### src/rtl/wb_arb_pkg.sv
// rtl/wb_arb_pkg.sv - shared constants for the two-master Wishbone arbiter
// Purpose : FSM state codes, grant encodings and watchdog counter width
//           used by wb_arbiter_2m and wb_watchdog.
// Ports   : none (package)
package wb_arb_pkg;

  // FSM state codes
  localparam logic [1:0] ST_IDLE = 2'd0;
  localparam logic [1:0] ST_OWN0 = 2'd1;
  localparam logic [1:0] ST_OWN1 = 2'd2;

  // One-hot grant encodings
  localparam logic [1:0] GNT_NONE = 2'b00;
  localparam logic [1:0] GNT_M0   = 2'b01;
  localparam logic [1:0] GNT_M1   = 2'b10;

  // Stall counter width
  localparam int WDOG_WIDTH = 16;

  function automatic logic [1:0] state_to_grant(input logic [1:0] st);
    logic [1:0] g;
    case (st)
      ST_OWN0: g = GNT_M0;
      ST_OWN1: g = GNT_M1;
      default: g = GNT_NONE;
    endcase
    return g;
  endfunction

endpackage

### src/rtl/wb_watchdog.sv
// rtl/wb_watchdog.sv - stall watchdog for the Wishbone arbiter
// Purpose : counts consecutive stalled cycles and pulses expire on the
//           TIMEOUT-th one. TIMEOUT = 0 disables the watchdog.
// Ports   : clk    - system clock
//           reset  - asynchronous active-low reset
//           run    - current cycle is stalled (cycle & strobe & !ack)
//           clear  - restart the count (ack, strobe low, owner change)
//           expire - 1-cycle pulse on the TIMEOUT-th stalled cycle
module wb_watchdog
  import wb_arb_pkg::*;
#(
  parameter int TIMEOUT = 255
) (
  input  logic clk,
  input  logic reset,
  input  logic run,
  input  logic clear,
  output logic expire
);

  localparam logic [WDOG_WIDTH-1:0] LP_LAST =
    (TIMEOUT == 0) ? '0 : WDOG_WIDTH'(TIMEOUT - 1);

  logic [WDOG_WIDTH-1:0] r_count;

  // The count holds the number of stalled cycles already seen, so the
  // cycle that finds LP_LAST in it is the TIMEOUT-th stalled one.
  assign expire = (TIMEOUT != 0) && run && (r_count == LP_LAST);

  always_ff @(posedge clk or negedge reset) begin
    if (!reset) begin
      r_count <= '0;
    end else if (clear || expire) begin
      r_count <= '0;
    end else if (run) begin
      r_count <= r_count + WDOG_WIDTH'(1);
    end
  end

endmodule

### src/rtl/wb_arbiter_2m.sv
// rtl/wb_arbiter_2m.sv - two-master round-robin Wishbone arbiter with bus lock
// Purpose : shares one Wishbone slave between master 0 (GPMC bridge) and
//           master 1 (sequencer). Ownership is locked for a whole cycle;
//           a stall watchdog ends hung transfers with an err pulse.
// Ports   : clk, reset (async active-low)
//           m0_* / m1_* - master address, writedata, write, strobe, cycle in;
//                         readdata, ack, err out
//           s_*         - slave address, writedata, write, strobe, cycle out;
//                         readdata, ack in
//           grant       - one-hot owner (bit0 = m0, bit1 = m1)
module wb_arbiter_2m
  import wb_arb_pkg::*;
#(
  parameter int ADDR_WIDTH = 1,
  parameter int DATA_WIDTH = 16,
  parameter int TIMEOUT    = 255
) (
  input  logic                  clk,
  input  logic                  reset,
  input  logic [ADDR_WIDTH-1:0] m0_address,
  input  logic [DATA_WIDTH-1:0] m0_writedata,
  input  logic                  m0_write,
  input  logic                  m0_strobe,
  input  logic                  m0_cycle,
  output logic [DATA_WIDTH-1:0] m0_readdata,
  output logic                  m0_ack,
  output logic                  m0_err,
  input  logic [ADDR_WIDTH-1:0] m1_address,
  input  logic [DATA_WIDTH-1:0] m1_writedata,
  input  logic                  m1_write,
  input  logic                  m1_strobe,
  input  logic                  m1_cycle,
  output logic [DATA_WIDTH-1:0] m1_readdata,
  output logic                  m1_ack,
  output logic                  m1_err,
  output logic [ADDR_WIDTH-1:0] s_address,
  output logic [DATA_WIDTH-1:0] s_writedata,
  output logic                  s_write,
  output logic                  s_strobe,
  output logic                  s_cycle,
  input  logic [DATA_WIDTH-1:0] s_readdata,
  input  logic                  s_ack,
  output logic [1:0]            grant
);

  logic [1:0] r_state;
  logic [1:0] w_next_state;
  logic       r_last;        // master served most recently
  logic       w_next_last;
  logic       w_own0;
  logic       w_own1;
  logic       w_raw_strobe;
  logic       w_run;
  logic       w_clear;
  logic       w_expire;

  // Next-state: the owner keeps the bus while its cycle stays high; on
  // release the bus goes straight to a waiting master with no idle cycle.
  always_comb begin
    w_next_state = r_state;
    w_next_last  = r_last;
    case (r_state)
      ST_IDLE: begin
        if (m0_cycle && m1_cycle) begin
          w_next_state = r_last ? ST_OWN0 : ST_OWN1;
        end else if (m0_cycle) begin
          w_next_state = ST_OWN0;
        end else if (m1_cycle) begin
          w_next_state = ST_OWN1;
        end
      end
      ST_OWN0: begin
        if (!m0_cycle) begin
          w_next_last  = 1'b0;
          w_next_state = m1_cycle ? ST_OWN1 : ST_IDLE;
        end
      end
      ST_OWN1: begin
        if (!m1_cycle) begin
          w_next_last  = 1'b1;
          w_next_state = m0_cycle ? ST_OWN0 : ST_IDLE;
        end
      end
      default: w_next_state = ST_IDLE;
    endcase
  end

  always_ff @(posedge clk or negedge reset) begin
    if (!reset) begin
      r_state <= ST_IDLE;
      r_last  <= 1'b1;
    end else begin
      r_state <= w_next_state;
      r_last  <= w_next_last;
    end
  end

  assign w_own0 = (r_state == ST_OWN0);
  assign w_own1 = (r_state == ST_OWN1);

  // Slave-side mux; everything reads 0 while idle.
  always_comb begin
    s_address    = '0;
    s_writedata  = '0;
    s_write      = 1'b0;
    s_cycle      = 1'b0;
    w_raw_strobe = 1'b0;
    if (w_own0) begin
      s_address    = m0_address;
      s_writedata  = m0_writedata;
      s_write      = m0_write;
      s_cycle      = m0_cycle;
      w_raw_strobe = m0_strobe;
    end else if (w_own1) begin
      s_address    = m1_address;
      s_writedata  = m1_writedata;
      s_write      = m1_write;
      s_cycle      = m1_cycle;
      w_raw_strobe = m1_strobe;
    end
  end

  // Run uses the un-gated strobe so the expiry cannot feed back on itself;
  // an ack in the expiry cycle drops run, so the ack wins the collision.
  assign w_run   = s_cycle & w_raw_strobe & ~s_ack;
  assign w_clear = ~w_raw_strobe | s_ack | (w_next_state != r_state);

  wb_watchdog #(
    .TIMEOUT(TIMEOUT)
  ) u_watchdog (
    .clk   (clk),
    .reset (reset),
    .run   (w_run),
    .clear (w_clear),
    .expire(w_expire)
  );

  assign s_strobe    = w_raw_strobe & ~w_expire;
  assign m0_ack      = s_ack & w_own0;
  assign m1_ack      = s_ack & w_own1;
  assign m0_err      = w_expire & w_own0;
  assign m1_err      = w_expire & w_own1;
  assign m0_readdata = s_readdata;
  assign m1_readdata = s_readdata;
  assign grant       = state_to_grant(r_state);

endmodule

### config.mk
export PLATFORM = sky130hd
export DESIGN_NAME = wb_arbiter_2m
export DESIGN_NICKNAME = d
export VERILOG_FILES = /design/src/rtl/wb_arb_pkg.sv /design/src/rtl/wb_watchdog.sv /design/src/rtl/wb_arbiter_2m.sv
export SDC_FILE = /design/constraint.sdc
export NUM_CORES = 1
export LEC_CHECK = 0
export ABC_AREA = 1
export ABC_CLOCK_PERIOD_IN_PS = 6100
export CAP_MARGIN = 20
export CORE_MARGIN = 2
export CORE_UTILIZATION = 40
export DETAILED_ROUTE_END_ITERATION = 7
export PLACE_DENSITY_LB_ADDON = 0.15
export SKIP_LAST_GASP = 1
export SLEW_MARGIN = 20
export SYNTH_ARGS = -nofsm -noshare
export SYNTH_HDL_FRONTEND = slang
export SYNTH_HIERARCHICAL = 1
export SYNTH_SLANG_ARGS = --single-unit
export TNS_END_PERCENT = 20
### constraint.sdc
create_clock -name clk -period 6.1 [get_ports clk]
set_clock_uncertainty 0.1 [all_clocks]
set_input_delay 1.22 -clock clk [delete_from_list [all_inputs] [get_ports clk]]
set_output_delay 1.22 -clock clk [all_outputs]
set_load 0.1 [all_outputs]
# --- Yosys cells after proc, flatten, opt, wreduce, memory -nomap -nowiden ---
# Index checks and enable logic that the tools add are counted.
classes:
  add_sub_neg: 1
  multipliers: 0
  div_mod_pow: 0
  order_cmp: 0
  eq_ne: 6
  shifts: 0
  n_mux: 25
  bitwise: 12
  reduce_logical: 7
ops:
  columns: ["operator", "n"]
  rows:
  - ["two-way mux 16 bit", 4]
  - ["adder 16 x 1 -> 16 bit, second input constant", 1]
  - ["equality test 16 x 8 -> 1 bit, second input constant", 1]
  - ["two-way mux 2 bit", 7]
  - ["two-way mux 1 bit", 11]
  - ["AND 1 bit", 7]
  - ["one-hot mux 2 bit (3 select lines)", 1]
  - ["!= test 2 bit, second input constant", 2]
  - ["one-hot mux 2 bit (2 select lines)", 1]
  - ["nonzero test 2 bit", 2]
  - ["inverter 1 bit", 3]
  - ["AND reduction 3 bit", 1]
  - ["equality test 2 x 1 -> 1 bit, second input constant", 1]
  - ["equality test 2 bit, second input constant", 1]
  - ["logical AND 1 bit", 2]
  - ["logical NOT 2 bit", 1]
  - ["!= test 2 bit", 1]
  - ["OR 1 bit", 2]
  - ["one-hot mux 1 bit (2 select lines)", 1]
  - ["logical OR 1 bit", 1]
word_totals:
  regBits: 19
  latchBits: 0
  ramBits: 0
  rom_bits: 0
  output_inout_bits: 58
  elab_cells: 54
  mem_count: 0

# --- Depth between registers and ports, before layout ---
logic_depth:
  word_depth: 8
  mapped_depth: 14
  ltp_nobuf: 13

# --- Modules after synthesis ---
# Netlist, hierarchy kept.
by_module_without_submodules:
  columns: ["module", "instances", "cells_each", "area_per_inst_um2", "seq_area_each_um2"]
  rows:
  - ["wb_watchdog", 1, 157, 1031.0, 400.4]
  - ["wb_arbiter_2m", 1, 141, 775.7, 76.3]

# --- Worst setup path before layout ---
# No wires, ideal clock.
synth_timing:
  path_kind: "in2out"
  start: "in m0_cycle"
  end: "out m0_err"
  arrival_time_ns: 3.735
  setup_slack_ns: 1.045
  stages: 10
  path_buffers: 0
  path_cell_list: "nand3_1 -> nand2_2 -> inv_1 -> nor2_1 -> nand2_1 -> inv_1 -> nand4_1 -> nor2_1 -> inv_1 -> nor2_1"
synth_via:
  elab_chain_len: 5
synth_rtl:
  columns: ["element", "line_no", "rtl"]
  rows:
  - ["from (decl)", "wb_arbiter_2m.sv:24", "input logic m0_cycle,"]
  - ["two-way mux 1 bit", "wb_arbiter_2m.sv:108", "if (w_own0) begin"]
  - ["via s_cycle", "wb_arbiter_2m.sv:40", "output logic s_cycle,"]
  - ["AND 1 bit (2 in series)", "wb_arbiter_2m.sv:125", "assign w_run = s_cycle & w_raw_strobe & ~s_ack;"]
  - ["via w_run", "wb_arbiter_2m.sv:53", "logic w_run;"]
  - ["logical AND 1 bit", "wb_watchdog.sv:28", "assign expire = (TIMEOUT != 0) && run && (r_count == LP_LAST);"]
  - ["via w_expire", "wb_arbiter_2m.sv:55", "logic w_expire;"]
  - ["AND 1 bit", "wb_arbiter_2m.sv:141", "assign m0_err = w_expire & w_own0;"]
  - ["to (decl)", "wb_arbiter_2m.sv:27", "output logic m0_err,"]
# The timed path passes the listed nets, and every way through them passes these cells.

# --- Worst setup path in the final report ---
layout_timing:
  start: "in m0_cycle"
  end: "out m1_err"
layout_via:
  elab_chain_len: 5
layout_rtl:
  columns: ["element", "line_no", "rtl"]
  rows:
  - ["two-way mux 1 bit", "wb_arbiter_2m.sv:108", null]
  - ["AND 1 bit (2 in series)", "wb_arbiter_2m.sv:125", null]
  - ["via w_run", "wb_arbiter_2m.sv:53", null]
  - ["logical AND 1 bit", "wb_watchdog.sv:28", null]
  - ["via w_expire", "wb_arbiter_2m.sv:55", null]
  - ["AND 1 bit", "wb_arbiter_2m.sv:142", "assign m1_err = w_expire & w_own1;"]
  - ["to (decl)", "wb_arbiter_2m.sv:35", "output logic m1_err,"]
# The timed path passes the listed nets, and every way through them passes these cells.

==> metrics.txt <==
# TYPE chip_impl_metric gauge
chip_impl_metric{name="power.leakage",unit="nW"} 1.03
chip_impl_metric{name="final-setup-viol-count",unit=""} 0
chip_impl_metric{name="tritoncts_num_sinks",unit=""} 19
chip_impl_metric{name="antenna-diode-count",unit=""} 0
chip_impl_info{name="r2r-start",value="r_state[0]"} 1
chip_impl_metric{name="die_w",unit="µm"} 71.2
chip_impl_metric{name="final_net_count",unit=""} 393
chip_impl_metric{name="cp_num_cells",unit=""} 13
chip_impl_info{name="synthTopCellsByArea",value="sky130_fd_sc_hd__dfrtp_1 25%, sky130_fd_sc_hd__nand2_1 23%, sky130_fd_sc_hd__buf_4 15%, sky130_fd_sc_hd__nor2_1 9.8%, sky130_fd_sc_hd__inv_1 5.6%"} 1
chip_impl_metric{name="first_global_vias",unit=""} 1717
chip_impl_metric{name="yosys_warnings",unit=""} 6
chip_impl_metric{name="overflow",unit=""} 0
chip_impl_metric{name="drive_gt1_share",unit="%"} 5.74
chip_impl_metric{name="post-cts-setup-buffer-count",unit=""} 0
chip_impl_metric{name="setup_tns",unit="ns"} 0
chip_impl_metric{name="via_per_inst",unit=""} 4.59
chip_impl_metric{name="max_cap_violations",unit=""} 0
chip_impl_metric{name="drt_first_pass_iters",unit=""} 4
chip_impl_metric{name="slew_viol_final",unit=""} 0
chip_impl_metric{name="core.rowCount",unit=""} 24
chip_impl_metric{name="cpPeakStageDelay",unit="ns"} 0.59
chip_impl_metric{name="io_buffers",unit=""} 68
chip_impl_metric{name="worst_slew_pin_slew",unit="ns"} 1.01
chip_impl_metric{name="worst_r2r_path_cells",unit=""} 13
chip_impl_metric{name="tritoncts.num_buffers",unit=""} 3
chip_impl_metric{name="detailroute.wirelength.met3",unit="µm"} 234
chip_impl_info{name="outcome",value="completed"} 1
chip_impl_metric{name="worst-path-max-fanout",unit=""} 15
chip_impl_metric{name="fin_crit_sh",unit="%"} 75.0
chip_impl_metric{name="syn_area",unit="µm²"} 1810
chip_impl_metric{name="synth_fp_nets",unit=""} 359
chip_impl_info{name="critPathKind",value="in -> out"} 1
chip_impl_info{name="critPathTopFamily",value="buffers and inverters"} 1
chip_impl_metric{name="synth-seq-area-share",unit="%"} 26.4
chip_impl_metric{name="dp_hpwl",unit="mm"} 3.71
chip_impl_metric{name="detail-route-antenna-nets",unit=""} 0
chip_impl_metric{name="postLayoutSetupSlackWorst",unit="ns"} 1.52
chip_impl_metric{name="place_congestion",unit=""} 0.883
chip_impl_metric{name="design.portCount",unit=""} 117
chip_impl_metric{name="clock_latency",unit="ns"} 0.26
chip_impl_info{name="critPathSlowestCell",value="sky130_fd_sc_hd__clkdlybuf4s50_1"} 1
chip_impl_info{name="timing.hold.worst.start",value="r_last"} 1
chip_impl_metric{name="grt_start_max_net_pins",unit=""} 22
chip_impl_info{name="routed.top_layer",value="met4"} 1
chip_impl_metric{name="max_freq",unit="GHz"} 0.219
chip_impl_metric{name="worst_slew_margin_relative_to_its_limit",unit="%"} 32.6
chip_impl_metric{name="buffers_inverters_on_critical_path",unit=""} 6
chip_impl_metric{name="start_util",unit="%"} 41.5
chip_impl_metric{name="irDropWorstVdd",unit="mV"} 0.404
chip_impl_info{name="rsz_0062_raised_after_global_routing",value="false"} 1
chip_impl_metric{name="vias",unit=""} 1758
chip_impl_info{name="root_buffer",value="sky130_fd_sc_hd__clkbuf_8"} 1
chip_impl_metric{name="post_synth_inst_count",unit=""} 298
chip_impl_info{name="path_cells",value="clkdlybuf4s50_1, nand3_1, nand2_2, inv_1, nor2_1, buf_4, nand2_1, inv_1, nand4_1, nor2_1, inv_1, nor2_1, buf_4"} 1
chip_impl_metric{name="met2_wirelength",unit="mm"} 2.21
chip_impl_metric{name="ys_ff_latch",unit=""} 19
chip_impl_metric{name="grt_first_pass_wirelength",unit="mm"} 7.65
chip_impl_metric{name="clock_tree.htree_level_count",unit=""} 1
chip_impl_metric{name="cp_data_arrival_time",unit="ns"} 3.26
chip_impl_metric{name="yosys.cell_types.count",unit=""} 24
chip_impl_metric{name="cts_resized",unit=""} 0
chip_impl_metric{name="design.core.area",unit="µm²"} 4350
chip_impl_metric{name="finalWorstPathRequiredPeriod",unit="ns"} 4.58
chip_impl_metric{name="detail_route.wirelength",unit="mm"} 4.54
chip_impl_metric{name="area.growth.synth_to_final",unit="%"} 27.0
chip_impl_info{name="cp_capture_type",value="primary output"} 1
chip_impl_metric{name="reg2reg_slack",unit="ns"} 3.64
chip_impl_metric{name="cts.reportedPaths.clkPinSlew",unit="ns"} 0.06
chip_impl_metric{name="total_power",unit="W"} 0.00107
chip_impl_metric{name="layout.filler_cells",unit=""} 432
chip_impl_info{name="synth_top_cell_by_area",value="sky130_fd_sc_hd__dfrtp_1"} 1
chip_impl_info{name="cts_tree",value="yes"} 1
chip_impl_metric{name="drc_errors",unit=""} 0
chip_impl_metric{name="report.final.hold_viol_count",unit=""} 0
chip_impl_metric{name="multi_input_comb_area",unit="µm²"} 911
chip_impl_info{name="critical_path.endpoint",value="m1_err"} 1
chip_impl_metric{name="layout.core_utilization",unit="%"} 52.7
chip_impl_metric{name="drt_iter0_drc",unit=""} 86
chip_impl_metric{name="post-place-ws",unit="ns"} 1.52
chip_impl_info{name="worst_r2r_endpoint",value="u_watchdog/r_count[13]"} 1
chip_impl_info{name="hp_class",value="reg -> reg"} 1
chip_impl_metric{name="wirelength_met1",unit="mm"} 2.04
chip_impl_metric{name="yosys.area.top_type_share",unit="%"} 24.9
chip_impl_metric{name="die_footprint",unit="µm²"} 5070
chip_impl_info{name="critical_path.startpoint_type",value="input port"} 1
chip_impl_metric{name="die_height",unit="µm"} 71.2
chip_impl_metric{name="route.detailed.wl_per_inst",unit="µm"} 11.9
chip_impl_info{name="worst_setup_path_startpoint",value="m0_cycle"} 1
chip_impl_metric{name="pwr_density_cell",unit="nW/µm²"} 468
chip_impl_metric{name="track_usage",unit="%"} 18.7
chip_impl_metric{name="clock_tree.buffer_depth",unit=""} 2
chip_impl_metric{name="register_area",unit="µm²"} 477
chip_impl_metric{name="grt_antenna_before_repair",unit=""} 0
chip_impl_metric{name="critPathRequiredTime",unit="ns"} 4.78
chip_impl_metric{name="holdWs",unit="ns"} 0.432
chip_impl_info{name="layout_commonest_cell",value="sky130_fd_sc_hd__nand2_1"} 1
chip_impl_metric{name="post_cts_hold_buffer_count",unit=""} 0
chip_impl_info{name="most-common-layout-cells",value="110 x sky130_fd_sc_hd__nand2_1, 65 x sky130_fd_sc_hd__clkdlybuf4s50_1, 47 x sky130_fd_sc_hd__nor2_1"} 1
chip_impl_metric{name="syn_avg_cell_area",unit="µm²"} 6.06
[cell families (layout without fill, tap and decap cells)]
group / after synthesis / after routing / synth area share [%]
fa+ha+maj: 2 / 2 / 1.38
xor+xnor: 6 / 6 / 2.91
flops: 19 / 19 / 26.4
compound gates: 10 / 10 / 2.98
simple gates: 190 / 190 / 43.1
buf+inv: 71 / 104 / 23.2
[Yosys cell counts]
| cell | number |
|---|---|
| sky130_fd_sc_hd__a21oi_1 | 3 |
| sky130_fd_sc_hd__a21oi_2 | 1 |
| sky130_fd_sc_hd__buf_2 | 2 |
| sky130_fd_sc_hd__buf_4 | 36 |
| sky130_fd_sc_hd__buf_6 | 2 |
| sky130_fd_sc_hd__dfrtp_1 | 18 |
| sky130_fd_sc_hd__dfstp_2 | 1 |
| sky130_fd_sc_hd__ha_1 | 2 |
| sky130_fd_sc_hd__inv_1 | 27 |
| sky130_fd_sc_hd__inv_2 | 4 |
| sky130_fd_sc_hd__nand2_1 | 110 |
| sky130_fd_sc_hd__nand2_2 | 1 |
| sky130_fd_sc_hd__nand2_4 | 1 |
| sky130_fd_sc_hd__nand3_1 | 19 |
| sky130_fd_sc_hd__nand4_1 | 4 |
| sky130_fd_sc_hd__nor2_1 | 47 |
| sky130_fd_sc_hd__nor2_2 | 3 |
| sky130_fd_sc_hd__nor2_4 | 1 |
| sky130_fd_sc_hd__nor3_1 | 2 |
| sky130_fd_sc_hd__nor4_1 | 1 |
| sky130_fd_sc_hd__o21ai_0 | 6 |
| sky130_fd_sc_hd__or2_0 | 1 |
| sky130_fd_sc_hd__xnor2_1 | 1 |
| sky130_fd_sc_hd__xor2_1 | 5 |
[report_power, final]
part	total (W)	switching [W]	internal (W)
Combinational	0.000833	0.000656	0.000177
Sequential	0.000155	0.0000171	0.000138
Clock	0.0000865	0.0000400	0.0000464
Total	0.00107	0.000713	0.000361
[worst min-delay path by stage]
stage / end / cells after the start / slack [ns]
after detailed placement: r_last / 2 / 0.43
after global routing: r_last / 2 / 0.46
after floorplan: r_last / 2 / 0.37
after CTS: r_last / 2 / 0.44
after global placement: r_last / 2 / 0.42
final: r_last / 2 / 0.43
[flip-flops by register name, summed over array words and instances, names as in the netlist]
signal	count
r_last	1
r_state	2
u_watchdog/r_count	16
[tightest hold or removal path, cell delays in order (launching register included)]
cell,delay [ns]
sky130_fd_sc_hd__dfstp_2,0.37
sky130_fd_sc_hd__o21ai_0,0.06
sky130_fd_sc_hd__o21ai_0,0.09
[area by class of cell]
type                    count  share of cell area [%]
clock buffers               4                    1.96
inverters                  31                    5.07
multi-input cells         208                    39.7
flip-flops and latches     19                    20.8
well taps                  52                    2.84
repair buffers             69                    29.7
[through the flow]
step                      instances  cell area, µm²
after global placement          379            2250
after floorplan                 298            1810
after CTS                       383            2290
after global routing            383            2290
final                           383            2290
after detailed placement        379            2250
[per-layer routing]
layer	vias up	GRT usage, %
li1	935	-
met1	769	24.8
met2	48	30.1
met3	6	3.56
met4	0	6.71
met5	-	0
No activity file was read; power rests on OpenSTA's default activity.
